**config.mk**
```make
export PLATFORM = sky130hd
export DESIGN_NAME = lenet_frame_sched
export DESIGN_NICKNAME = d
export VERILOG_FILES = /design/src/rtl/lenet_frame_sched.sv
export SDC_FILE = /design/constraint.sdc
export NUM_CORES = 1
export LEC_CHECK = 0
export BUFFER_PORTS_ARGS = -buffer_cell sky130_fd_sc_hd__buf_2
export CAP_MARGIN = 40
export CORE_MARGIN = 5
export CORE_UTILIZATION = 52
export DETAILED_ROUTE_END_ITERATION = 10
export PLACE_DENSITY = 0.79
export SYNTH_ARGS = -nofsm -noshare
export SYNTH_HDL_FRONTEND = slang
export SYNTH_SLANG_ARGS = --single-unit
```
**constraint.sdc**
```tcl
create_clock -name clk24 -period 2.23 [get_ports clk24]
set_input_delay 0.1115 -clock clk24 [delete_from_list [all_inputs] [get_ports clk24]]
set_output_delay 0.1115 -clock clk24 [all_outputs]
set_load 0.05 [all_outputs]
```
**src/rtl/lenet_frame_sched.sv**
```systemverilog
// Frame-level scheduler for the camera-to-LeNet path: picks capture frames,
// launches the CNN, latches its class result and drives the preview overlay.
module lenet_frame_sched #(
    parameter int CAPTURE_PERIOD = 8,
    parameter int SHOW_FRAMES    = 30,
    parameter int TIMEOUT_CYCLES = 2000000,
    parameter int RESULT_W       = 4
) (
    input  logic                clk24,
    input  logic                rst_n,
    input  logic                enable,
    input  logic                single_shot,
    input  logic                show_en,
    input  logic                err_clr,
    input  logic                core_end,
    input  logic                lenet_data_ready,
    input  logic                lenet_done,
    input  logic [RESULT_W-1:0] lenet_result,
    output logic                lenet_doing_signal,
    output logic                lenet_showing_signal,
    output logic                lenet_start,
    output logic [RESULT_W-1:0] result_digit,
    output logic                result_valid,
    output logic                timeout_err,
    output logic                capture_miss,
    output logic [2:0]          state_dbg
);

    localparam int FC_W = $clog2(CAPTURE_PERIOD) + 1;
    localparam int SC_W = $clog2(SHOW_FRAMES) + 1;
    localparam int WD_W = $clog2(TIMEOUT_CYCLES) + 1;

    typedef enum logic [2:0] {
        S_IDLE    = 3'd0,
        S_ARM     = 3'd1,
        S_CAPTURE = 3'd2,
        S_START   = 3'd3,
        S_RUN     = 3'd4,
        S_SHOW    = 3'd5
    } state_t;

    state_t              state_q, state_d;
    logic [FC_W-1:0]     frame_cnt_q, frame_cnt_d;
    logic [SC_W-1:0]     show_cnt_q, show_cnt_d;
    logic [WD_W-1:0]     wdog_q, wdog_d;
    logic                pending_q, pending_d;
    logic                arm_auto_q, arm_auto_d;
    logic [RESULT_W-1:0] result_q, result_d;
    logic                valid_q, valid_d;
    logic                doing_q, showing_q, start_q;
    logic                timeout_err_q, capture_miss_q;
    logic                timeout_set, miss_set;

    // Next-state logic; arm_auto remembers whether ARM may be abandoned when enable drops.
    always_comb begin
        state_d     = state_q;
        frame_cnt_d = frame_cnt_q;
        show_cnt_d  = show_cnt_q;
        wdog_d      = wdog_q;
        pending_d   = pending_q | single_shot;
        arm_auto_d  = arm_auto_q;
        result_d    = result_q;
        valid_d     = valid_q;
        timeout_set = 1'b0;
        miss_set    = 1'b0;

        case (state_q)
            S_IDLE: begin
                if (core_end) begin
                    if (pending_q || single_shot) begin
                        state_d     = S_ARM;
                        arm_auto_d  = 1'b0;
                        frame_cnt_d = '0;
                    end else if (enable && frame_cnt_q == FC_W'(CAPTURE_PERIOD - 1)) begin
                        state_d     = S_ARM;
                        arm_auto_d  = 1'b1;
                        frame_cnt_d = '0;
                    end else begin
                        frame_cnt_d = frame_cnt_q + FC_W'(1);
                    end
                end
            end
            S_ARM: begin
                if (core_end) begin
                    state_d = S_CAPTURE;
                end else if (arm_auto_q && !enable) begin
                    state_d = S_IDLE;
                end
            end
            S_CAPTURE: begin
                if (lenet_data_ready) begin
                    state_d = S_START;
                end else if (core_end) begin
                    state_d  = S_IDLE;
                    miss_set = 1'b1;
                end
            end
            S_START: begin
                wdog_d  = '0;
                state_d = S_RUN;
            end
            S_RUN: begin
                if (lenet_done) begin
                    result_d   = lenet_result;
                    valid_d    = 1'b1;
                    show_cnt_d = '0;
                    state_d    = S_SHOW;
                end else if (wdog_q == WD_W'(TIMEOUT_CYCLES - 1)) begin
                    state_d     = S_IDLE;
                    timeout_set = 1'b1;
                end else begin
                    wdog_d = wdog_q + WD_W'(1);
                end
            end
            S_SHOW: begin
                if (core_end) begin
                    if (show_cnt_q == SC_W'(SHOW_FRAMES - 1)) begin
                        show_cnt_d = '0;
                        state_d    = S_IDLE;
                    end else begin
                        show_cnt_d = show_cnt_q + SC_W'(1);
                    end
                end
            end
            default: state_d = S_IDLE;
        endcase

        if (state_q != S_ARM && state_d == S_ARM) begin
            pending_d = 1'b0;
        end
    end

    // Outputs are registered from the next state so the core sees clean levels.
    always_ff @(posedge clk24 or negedge rst_n) begin
        if (!rst_n) begin
            state_q        <= S_IDLE;
            frame_cnt_q    <= '0;
            show_cnt_q     <= '0;
            wdog_q         <= '0;
            pending_q      <= 1'b0;
            arm_auto_q     <= 1'b0;
            result_q       <= '0;
            valid_q        <= 1'b0;
            doing_q        <= 1'b0;
            showing_q      <= 1'b0;
            start_q        <= 1'b0;
            timeout_err_q  <= 1'b0;
            capture_miss_q <= 1'b0;
        end else begin
            state_q        <= state_d;
            frame_cnt_q    <= frame_cnt_d;
            show_cnt_q     <= show_cnt_d;
            wdog_q         <= wdog_d;
            pending_q      <= pending_d;
            arm_auto_q     <= arm_auto_d;
            result_q       <= result_d;
            valid_q        <= valid_d;
            doing_q        <= (state_d == S_ARM);
            showing_q      <= (state_d == S_SHOW) && show_en;
            start_q        <= (state_d == S_START);
            timeout_err_q  <= timeout_set | (timeout_err_q & ~err_clr);
            capture_miss_q <= miss_set | (capture_miss_q & ~err_clr);
        end
    end

    assign lenet_doing_signal   = doing_q;
    assign lenet_showing_signal = showing_q;
    assign lenet_start          = start_q;
    assign result_digit         = result_q;
    assign result_valid         = valid_q;
    assign timeout_err          = timeout_err_q;
    assign capture_miss         = capture_miss_q;
    assign state_dbg            = state_q;

endmodule

```
# --- Word-level counts from Yosys, hierarchy flattened ---
# Cells that the tools add are included.
word_totals:
  reg_bits: 47
  output_inout_bits: 13
  elab_cells: 83
op_classes:
  addsub: 3
  eq_ne: 16
  mux: 30
  bitwise_logic: 6
  n_reduce_logical: 15
ops:
  columns: ["cell", "n"]
  rows:
  - ["2-to-1 mux 22 bit", 2]
  - ["one-hot mux 22 bit (2 select lines)", 1]
  - ["2-to-1 mux 3 bit", 11]
  - ["adder 22 x 1 -> 22 bit, second input constant", 1]
  - ["== test 22 x 21 -> 1 bit, second input constant", 1]
  - ["2-to-1 mux 6 bit", 3]
  - ["one-hot mux 3 bit (6 select lines)", 1]
  - ["one-hot mux 6 bit (2 select lines)", 1]
  - ["== test 3 x 2 -> 1 bit, second input constant", 3]
  - ["== test 3 bit, second input constant", 3]
  - ["2-to-1 mux 1 bit", 9]
  - ["AND reduction 3 bit", 3]
  - ["2-to-1 mux 4 bit", 2]
  - ["inequality test 2 bit, second input constant", 4]
  - ["adder 6 x 1 -> 6 bit, second input constant", 1]
  - ["== test 3 x 1 -> 1 bit, second input constant", 2]
  - ["== test 6 x 5 -> 1 bit, second input constant", 1]
  - ["nonzero test 2 bit", 3]
  - ["adder 4 x 1 -> 4 bit, second input constant", 1]
  - ["== test 4 x 3 -> 1 bit, second input constant", 1]
  - ["logical AND 1 bit", 4]
  - ["AND reduction 2 bit", 2]
  - ["zero test 3 bit", 1]
  - ["inequality test 3 x 1 -> 1 bit, second input constant", 1]
  - ["5 further kinds", 8]

# --- Logic depth before layout (Yosys ltp) ---
# Gate-level depths: netlist of the first run.
depth:
  depth_word: 9
  depth_mapped: 7
  ltp_nobuf: 7

# --- Worst setup path before layout of the first run ---
# Ideal clock, no wire load.
synth_path:
  kind: "register -> register"
  start: "register state_q[1], in the netlist state_dbg[1]"
  end: "register wdog_q[7]"
  setup_time_ns: 0.132
  t_arrival_ns: 2.245
  required_time_ns: 2.098
  setup_slack_ns: -0.147
  stages_incl_launch_ff: 7
  path_buffers: 1
  synth_period_minus_slack_ns: 2.377
  path_cell_list: "dfrtp_1 -> buf_2 -> or4b_4 -> a2111oi_4 -> o211ai_1 -> xor2_1 -> nor2_1"
synth_via:
  elab_chain_cells: 3
  word_cells_on_any_way: 7
  classes_between: "eq/ne: 4; mux: 1; reduce/logical: 2"
synth_rtl:
  columns: ["item", "line", "text"]
  rows:
  - ["start: declaration", "42", "state_t state_q, state_d;"]
  - ["start signal: assignment", "150", "state_q <= state_d;"]
  - ["== test 3 bit / == test 3 x 2 -> 1 bit (equally long branches)", "67", "case (state_q)"]
  - ["inequality test 2 bit (no source line) / nonzero test 2 bit (equally long branches)", null, null]
  - ["AND reduction 3 bit (no source line)", null, null]
  - ["end signal: assignment", "153", "wdog_q <= wdog_d;"]
  - ["end: declaration", "45", "logic [WD_W-1:0] wdog_q, wdog_d;"]
# Several ways; a longest one is shown, not always the timed one.
# A chain may end at the register's enable or synchronous reset.

# --- Worst setup path after layout of the first run ---
layout_path:
  start: "register state_q[1], in the netlist state_dbg[1]"
  end: "register wdog_q[21]"
# Same word-level chain as after synthesis.

==> impl_metrics.toml, run 1 <==
[placed_design]
hpwlAfterDp_um = 3340
place_congestion = 0.830
io_buffers = 25
place_inst = 315

[layout]
area_growth_pct = 16.1
fin_nets = 290
drive_gt1_share_pct = 20.4
fillers = 359
antenna_cells = 0
final_cells = 326

[clock_tree]
numCtsBuffers = 5
cts_buffer_depth = 2
cts_sinks = 47
cts.repair.resized = 0
clockRootBuffer = "clkbuf_8"
cts_max_level = 2
clk_pin_slew_ns = 0.09
cts_tree = "done"
clk-insertion-delay-late_ns = 0.30

[synthesis]
seq_area_frac_synth_pct = 50.3
synth.area.top_cells = "dfrtp_1 (50%), xor2_1 (7.9%), nor2_1 (5.5%), nand3_1 (2.8%), nand2_1 (2.6%)"
ys.flop_type = "dfrtp_1"
synth_area_per_cell_sq_um = 9.91
yosysWarnings = 0
syn_nets = 253
syn_area_sq_mm = 0.00234
ys_types = 43
syn_inst = 236
synth_async_sr_flop_share_pct = 100
synth_top_cell_by_area = "dfrtp_1"
ys_seq_elements = 47
synth_top_area_share_pct = 50.3
synth_edf_count = 0

[setup_path]
cp-startpoint = "state_dbg[1]"
endpoint = "wdog_q[21]"
critPathCaptureType = "register"
r2r_slack_ns = 0.13
cp_data_required_time_ns = 2.42
rr_worst_depth = 6
critPathLaunchType = "register"
rr_startpoint = "state_dbg[1]"
critPathMaxFanout = 7
arrival_ns = 2.29
r2r-end = "wdog_q[21]"
critPathKind = "register to register"

[grt]
overflow = 0
grtUsageTotal_pct = 17.2
grt_pass1_vias = 1813
grt_pass1_wl_um = 8360
grt_start_max_net_pins = 48
antenna_found_initial = 0

[run]
cap_violations = 0

[floorplan]
dieArea_sq_mm = 0.00594
pin_count = 26
die_w_um = 77.1
num_rows = 24
die_height_um = 77.1
start_util_pct = 53.7
core_sq_mm = 0.00435

[timing]
rsz0062_at_grt = "false"
tightest_slew_ns = 0.587
fin_crit_sh_pct = 94.1
setup_viol = 0
finalMaxSlewViolations = 0
fmax_mhz = 477
finClkSkew_ns = 0.00329
finalHoldViolations = 0
relSlewSlack_pct = 60.9
finalSetupTns_ns = 0
period_minus_slack_ns = 2.10

[min_path]
worstHoldPathType = "primary input to register"

[power]
leakagePower_nw = 1.29
power_density_mw_per_mm2 = 1060
irDropWorstVdd_v = 0.000824

[detailed_routing]
ant_nets = 0
drt-pass1-iter-count = 4
avgRoutedWirePerCell_um = 14.4
first_iter_violations = 101
drc = 0
routed_wl_um = 4680
vias = 1897
vias_per_cell = 5.82

[run_status]
status = "finished, final reports clean"
[registers in the layout, summed over array words and instances, names as in the netlist, 3 cells and up]
signal / count
wdog_q: 22
show_cnt_q: 6
frame_cnt_q: 4
result_digit: 4
state_dbg: 3
[logic make-up after synthesis]
| logic type | share of synthesized area [%] |
|---|---|
| buffers and inverters | 2.78 |
| and+or+nand+nor | 23.7 |
| adders and majority gates | 2.14 |
| DFF | 50.3 |
| xor gates and xnor gates | 8.24 |
| AOI/OAI and AO/OA | 10.9 |
| muxes | 1.92 |
[worst min path at each step]
stage | cells past startpoint | slack [ns] | end | from
detailed placement | 2 | 0.24 | show_cnt_q[4] | rst_n
floorplan | 0 | -0.18 | arm_auto_q | rst_n
global placement | 2 | 0.24 | show_cnt_q[1] | rst_n
CTS | 3 | 0.01 | lenet_showing_signal | show_en
global route | 2 | 0.01 | capture_miss | lenet_data_ready
finish | 3 | 0.01 | lenet_showing_signal | show_en
[layout make-up]
class | instances | area (sq um) | share of cell area (%)
clock inverters | 3 | 46.3 | 1.70
multi-input cells | 172 | 1100 | 40.4
well taps | 52 | 65.1 | 2.40
repair buffers | 37 | 220 | 8.11
clock buffers | 5 | 68.8 | 2.53
flip-flops and latches | 47 | 1180 | 43.4
inverters | 10 | 37.5 | 1.38
[report_power, final]
part	leakage [nW]	internal, mW	switching [mW]	total (mW)
sequential	0.617	1.04	0.149	1.19
combinational	0.615	0.340	0.703	1.04
clock	0.0548	0.338	0.304	0.642
total	1.29	1.71	1.16	2.87
[placed cells by master (no fill, tap or decap), types with 2 or more instances in the layout]
| cell type | count |
|---|---|
| nand4_1 | 9 |
| o21ai_0 | 5 |
| ha_1 | 4 |
| nand3_1 | 13 |
| nand2_1 | 16 |
| a21oi_1 | 7 |
| or2_2 | 3 |
| clkbuf_8 | 5 |
| o211ai_1 | 6 |
| buf_2 | 25 |
| nor2_1 | 34 |
| and2_1 | 2 |
| or3_1 | 5 |
| dlygate4sd3_1 | 2 |
| nor4_1 | 2 |
| a211oi_1 | 2 |
| buf_4 | 10 |
| nor3_1 | 2 |
| xor2_1 | 21 |
| o311ai_0 | 2 |
| inv_1 | 10 |
| mux2_2 | 4 |
| dfrtp_1 | 44 |
| nand2b_1 | 3 |
| and4_1 | 5 |
| o21ai_1 | 3 |
| and3_1 | 6 |
| nand4b_1 | 2 |
| dfrtp_2 | 3 |
[metrics by stage]
step / instance area (sq um) / util (%) / worst slack [ns] / power (mW) / hold slack, ns
6_report: 2720 / 62.4 / 0.132 / 2.87 / 0.0133
5_1_grt: 2720 / 62.4 / 0.0219 / 3.07 / 0.0125
4_1_cts: 2710 / 62.2 / 0.106 / 2.89 / 0.0106
3_5_place_dp: 2570 / 59.1 / 0.121 / 2.24 / 0.239
3_3_place_gp: 2570 / 59.1 / 0.201 / 2.21 / 0.237
2_1_floorplan: 2350 / - / 0.000824 / 1.95 / -0.184
[critical path, cell delays in order (launching register included)]
cell	delay, ns
dfrtp_2	0.41
or4b_4	0.59
a2111oi_4	0.42
buf_4	0.22
nand4_1	0.13
xor2_1	0.17
nor2_1	0.05
[synthesized netlist by cell type (3+ instances only)]
| cell type | n |
|---|---|
| inv_1 | 10 |
| o21ai_1 | 3 |
| nand3_1 | 13 |
| or2_2 | 3 |
| and3_1 | 6 |
| nand4_1 | 9 |
| nand2b_1 | 3 |
| o211ai_1 | 6 |
| or3_1 | 5 |
| a21oi_1 | 7 |
| o21ai_0 | 5 |
| ha_1 | 4 |
| xor2_1 | 21 |
| and4_1 | 5 |
| nand2_1 | 16 |
| clkbuf_1 | 5 |
| dfrtp_1 | 47 |
| mux2_2 | 4 |
| nor2_1 | 34 |
[routing by layer]
metal | part of all wire [%] | track usage [%] | vias to the layer above
li1 | - | - | 915
met1 | 46 | 23.0 | 918
met2 | 47 | 27.3 | 56
met3 | 4.3 | 3.63 | 8
met4 | 1.8 | 6.36 | 0
met5 | 0 | 0 | -
[what timing repair did]
item | 4_1_cts | 5_1_grt
hold buffers | 2 | 0
buffers inserted | 0 | 1
endpoints found under the hold margin | 48 | 0
endpoints found under the setup margin | 0 | 2
Power figures use the tool's default switching activity.
==> run 2: changes to the inputs <==
CORE_MARGIN = 2   (was 5)
==> impl_metrics.toml, run 2 (synthesis gave the netlist of run 1 again) <==
[run_status]
status = "finished, final reports clean"

[timing]
relSlewSlack_pct = 64.6
finalHoldViolations = 0
finalSetupTns_ns = 0
finalMaxSlewViolations = 0
rsz0062_at_grt = "false"
finClkSkew_ns = 0.00785
period_minus_slack_ns = 2.03
fin_crit_sh_pct = 91.2
tightest_slew_ns = 0.531
setup_viol = 0
fmax_mhz = 491

[clock_tree]
clk_pin_slew_ns = 0.08
cts_buffer_depth = 2
cts_sinks = 47
clockRootBuffer = "clkbuf_8"
cts_tree = "done"
cts_max_level = 2
cts.repair.resized = 0
numCtsBuffers = 5
clk-insertion-delay-late_ns = 0.31

[power]
combPwrFrac_pct = 38.2
irDropWorstVdd_v = 0.000697
clkPwrFrac_pct = 18.5
p_seq_share_pct = 43.3
leakagePower_nw = 1.28
switching_share_pct = 41.3
power.internal_mw = 1.60
power_density_mw_per_mm2 = 1010
switching_power_mw = 1.13

[detailed_routing]
highest_layer = "met4"
ant_nets = 0
avgRoutedWirePerCell_um = 14.0
met1_length_um = 2190
routed_wl_um = 4590
first_iter_violations = 72
vias = 1899
drc = 0
wl_met2_um = 2140
vias_per_cell = 5.81
drt-pass1-iter-count = 4
dr_wl_met3_um = 204

[layout]
antenna_cells = 0
fillers = 370
fin_nets = 291
regArea_sq_mm = 0.00118
largest_reg_flops = 22
multi_input_area_sq_mm = 0.00110
area_growth_pct = 15.2
drive_gt1_share_pct = 20.0
layout_commonest_cell = "dfrtp_1"
final_cells = 327
top_regs = "wdog_q: 22 flops, show_cnt_q: 6 flops"
layout_common_cells = "dfrtp_1 (44), nor2_1 (34), buf_2 (25)"
regMostFlops = "wdog_q"

[min_path]
worstHoldPathType = "primary input to register"

[floorplan]
num_rows = 24
start_util_pct = 53.7
die_w_um = 71.1
die_height_um = 71.1
core_sq_mm = 0.00435
pin_count = 26
dieArea_sq_mm = 0.00505

[placed_design]
hpwlAfterDp_um = 3250
place_inst = 315
io_buffers = 25
place_congestion = 0.814

[setup_path]
critPathKind = "register to register"
cp_data_required_time_ns = 2.42
arrival_ns = 2.22
critPathMaxFanout = 8
critPathLaunchType = "register"
critPathCaptureType = "register"

[grt]
grt_pass1_wl_um = 8060
antenna_found_initial = 0
grt_pass1_vias = 1794
grt_start_max_net_pins = 30
overflow = 0
grtUsageTotal_pct = 20.0

[run]
cap_violations = 0
[run 2: cell types whose count changed in the layout (fill, tap and decap cells not counted)]
cell,change
clkinv_2,+1
bufinv_16,-1
dlygate4sd3_1,+1
clkbuf_1,+1
inv_6,-1
[run 2: final timing paths]
| check | from | to | slack [ns] | cells past startpoint |
|---|---|---|---|---|
| hold reg to reg | result_valid | result_valid | 0.48 | 1 |
| setup / recovery | state_dbg[1] | wdog_q[21] | 0.20 | 6 |
| setup reg to reg | state_dbg[1] | wdog_q[21] | 0.20 | 6 |
| max in group asynchronous | rst_n | state_dbg[1] | 1.22 | 3 |
| hold / removal | lenet_data_ready | capture_miss | 0.02 | 2 |
| min in group asynchronous | rst_n | show_cnt_q[4] | 0.27 | 2 |
[run 2: through the flow]
stage	worst slack [ns]	instance area (sq um)	hold WS, ns	utilization, %	power, mW
after floorplan	0.000824	2350	-0.184	-	1.95
after global placement	0.198	2570	0.0700	59.1	2.20
after detailed placement	0.130	2570	0.0705	59.1	2.23
after CTS	0.116	2690	0.0131	61.8	2.74
after global routing	0.104	2700	0.0169	61.9	2.90
final	0.195	2700	0.0177	61.9	2.73
[run 2: power groups by stage]
stage	sequential [mW]	clock (mW)	combinational, mW
final	1.18	0.503	1.04
after global routing	1.21	0.548	1.14
after CTS	1.18	0.516	1.05
after detailed placement	1.19	0	1.04
after global placement	1.18	0	1.02
after floorplan	1.45	0	0.500
[run 2: final cells by class]
type	count	area share (%)
clock buffer	6	2.69
tap	52	2.41
clock inverter	2	0.464
inverter	10	1.39
sequential	47	43.8
multi-input combinational	172	40.7
timing repair buffer	38	8.54
[run 2: timing repair]
item	CTS	global route
hold buffers	3	0
endpoints found under the setup margin	0	1
hold endpoints to repair	20	0
setup buffers	0	1
[run 2: worst max-delay path, cell delays in order, from the launching register on]
cell	delay (ns)
dfrtp_2	0.41
or4b_4	0.58
a2111oi_4	0.39
buf_4	0.22
nand4_1	0.12
xor2_1	0.15
nor2_1	0.05
[run 2: per-layer routing]
| layer | global-route usage (%) | vias to the layer above |
|---|---|---|
| li1 | - | 917 |
| met1 | 26.8 | 929 |
| met3 | 4.27 | 7 |
| met5 | 0 | - |
| met4 | 7.13 | 0 |
| met2 | 32.4 | 46 |
==> run 3: changes to the inputs <==
CORE_UTILIZATION = 54   (was 52)
CTS_BUF_LIST = sky130_fd_sc_hd__clkbuf_2   (was default)
PLACE_DENSITY = 0.81   (was 0.79)
==> impl_metrics.toml, run 3 (synthesis gave the netlist of run 1 again) <==
[min_path]
worstHoldPathType = "primary input to register"
holdPathStages = 3
hold_start = "core_end"
min_to = "capture_miss"

[layout]
antenna_cells = 0
fillers = 345
largest_reg_flops = 22
layout_common_cells = "dfrtp_1 (44), nor2_1 (34), buf_2 (25)"
regMostFlops = "wdog_q"
drive_gt1_share_pct = 19.2
layout_commonest_cell = "dfrtp_1"
area_growth_pct = 15.7
fin_nets = 297
top_regs = "wdog_q: 22 flops, show_cnt_q: 6 flops"

[power]
irDropWorstVdd_v = 0.000736
power_density_mw_per_mm2 = 952
leakagePower_nw = 1.29

[setup_path]
critPathMaxFanout = 9
rr_startpoint = "state_dbg[1]"
critPathCaptureType = "register"
cp_data_required_time_ns = 2.54
r2r-end = "wdog_q[9]"
arrival_ns = 2.38
r2r_slack_ns = 0.16
critPathKind = "register to register"
critPathLaunchType = "register"
rr_worst_depth = 6

[grt]
grt_pass1_wl_um = 8450
grt_pass1_vias = 1898
grt_start_max_net_pins = 39
grtUsageTotal_pct = 21.3
overflow = 0
antenna_found_initial = 0

[floorplan]
dieArea_sq_mm = 0.00488
die_w_um = 69.8
die_height_um = 69.8
core_sq_mm = 0.00409
num_rows = 23
pin_count = 26
start_util_pct = 57.3

[run_status]
status = "finished, final reports clean"

[detailed_routing]
drc = 0
avgRoutedWirePerCell_um = 14.6
first_iter_violations = 181
routed_wl_um = 4850
ant_nets = 0
vias = 1954
drt-pass1-iter-count = 4
vias_per_cell = 5.90

[timing]
period_minus_slack_ns = 2.07
finalMaxSlewViolations = 0
fin_crit_sh_pct = 92.7
fmax_mhz = 484
finalHoldViolations = 0
setup_viol = 0
hold_slack_ns = 0.0354
tightest_slew_ns = 0.846
finClkSkew_ns = 0.0332
rsz0062_at_grt = "false"
finalSetupTns_ns = 0
relSlewSlack_pct = 43.6

[clock_tree]
cts_tree = "done"
cts_buffer_depth = 2
cts.repair.resized = 0
clk-insertion-delay-late_ns = 0.43
clockRootBuffer = "clkbuf_2"
cts_sinks = 47
numCtsBuffers = 5
cts_max_level = 2
clk_pin_slew_ns = 0.25

[run]
cap_violations = 0

[placed_design]
place_congestion = 0.822
io_buffers = 25
hpwlAfterDp_um = 3330
run 3: cell count changes in the layout (fill, tap and decap cells not counted):
cell           change
clkbuf_1           -1
clkbuf_2           +6
clkbuf_8           -5
clkinv_1           +2
clkinv_2           -1
clkinvlp_4         -1
dlygate4sd3_1      +6
run 3: layout make-up:
| class | instances | area, sq um | share of cell area [%] |
|---|---|---|---|
| multi-input cells | 172 | 1100 | 40.6 |
| well taps | 50 | 62.6 | 2.31 |
| inverters | 10 | 37.5 | 1.39 |
| repair buffers | 44 | 290 | 10.7 |
| clock buffers | 6 | 30.0 | 1.11 |
| clock inverters | 2 | 7.51 | 0.277 |
| flip-flops and latches | 47 | 1180 | 43.6 |
run 3: power by group:
part | internal (mW) | switching (mW)
sequential | 1.04 | 0.144
clock | 0.0754 | 0.262
combinational | 0.348 | 0.712
run 3: what timing repair did:
action / CTS / global route
endpoints found under the setup margin: 0 / 5
endpoints found under the hold margin: 46 / 0
hold buffers: 9 / 0
buffers inserted: 0 / 2
run 3: stage by stage:
step / setup slack [ns] / utilization, % / area [sq um] / std cells / power [mW]
2_1_floorplan: 0.000824 / - / 2350 / 236 / 1.95
3_3_place_gp: 0.187 / 62.7 / 2560 / 312 / 2.20
3_5_place_dp: 0.145 / 62.7 / 2560 / 312 / 2.23
4_1_cts: 0.0903 / 65.9 / 2690 / 329 / 2.57
5_1_grt: 0.0987 / 66.2 / 2710 / 331 / 2.75
6_report: 0.162 / 66.2 / 2710 / 331 / 2.58
run 3: routing by layer:
layer / vias up / GRT usage (%) / wire length, um
met5: - / 0 / 0
met4: 0 / 7.48 / 70
met3: 7 / 5.09 / 235
met2: 59 / 33.0 / 2310
met1: 961 / 29.4 / 2230
li1: 927 / - / -
run 3: critical path, stage by stage (launching register included):
cell	delay, ns
dfrtp_2	0.46
or4b_4	0.59
a2111oi_4	0.35
buf_4	0.21
nand4_1	0.12
xor2_1	0.16
nor2_1	0.05
run 3: how the worst max path moves through the flow:
stage | depth (start not counted) | slack, ns | end | startpoint
5_1_grt | 6 | 0.1 | wdog_q[15] | state_dbg[1]
3_5_place_dp | 5 | 0.14 | wdog_q[7] | state_dbg[1]
2_1_floorplan | 6 | 0.0008 | wdog_q[7] | state_dbg[1]
3_3_place_gp | 5 | 0.19 | wdog_q[21] | state_dbg[1]
4_1_cts | 5 | 0.09 | wdog_q[7] | state_dbg[1]
6_report | 6 | 0.16 | wdog_q[9] | state_dbg[1]
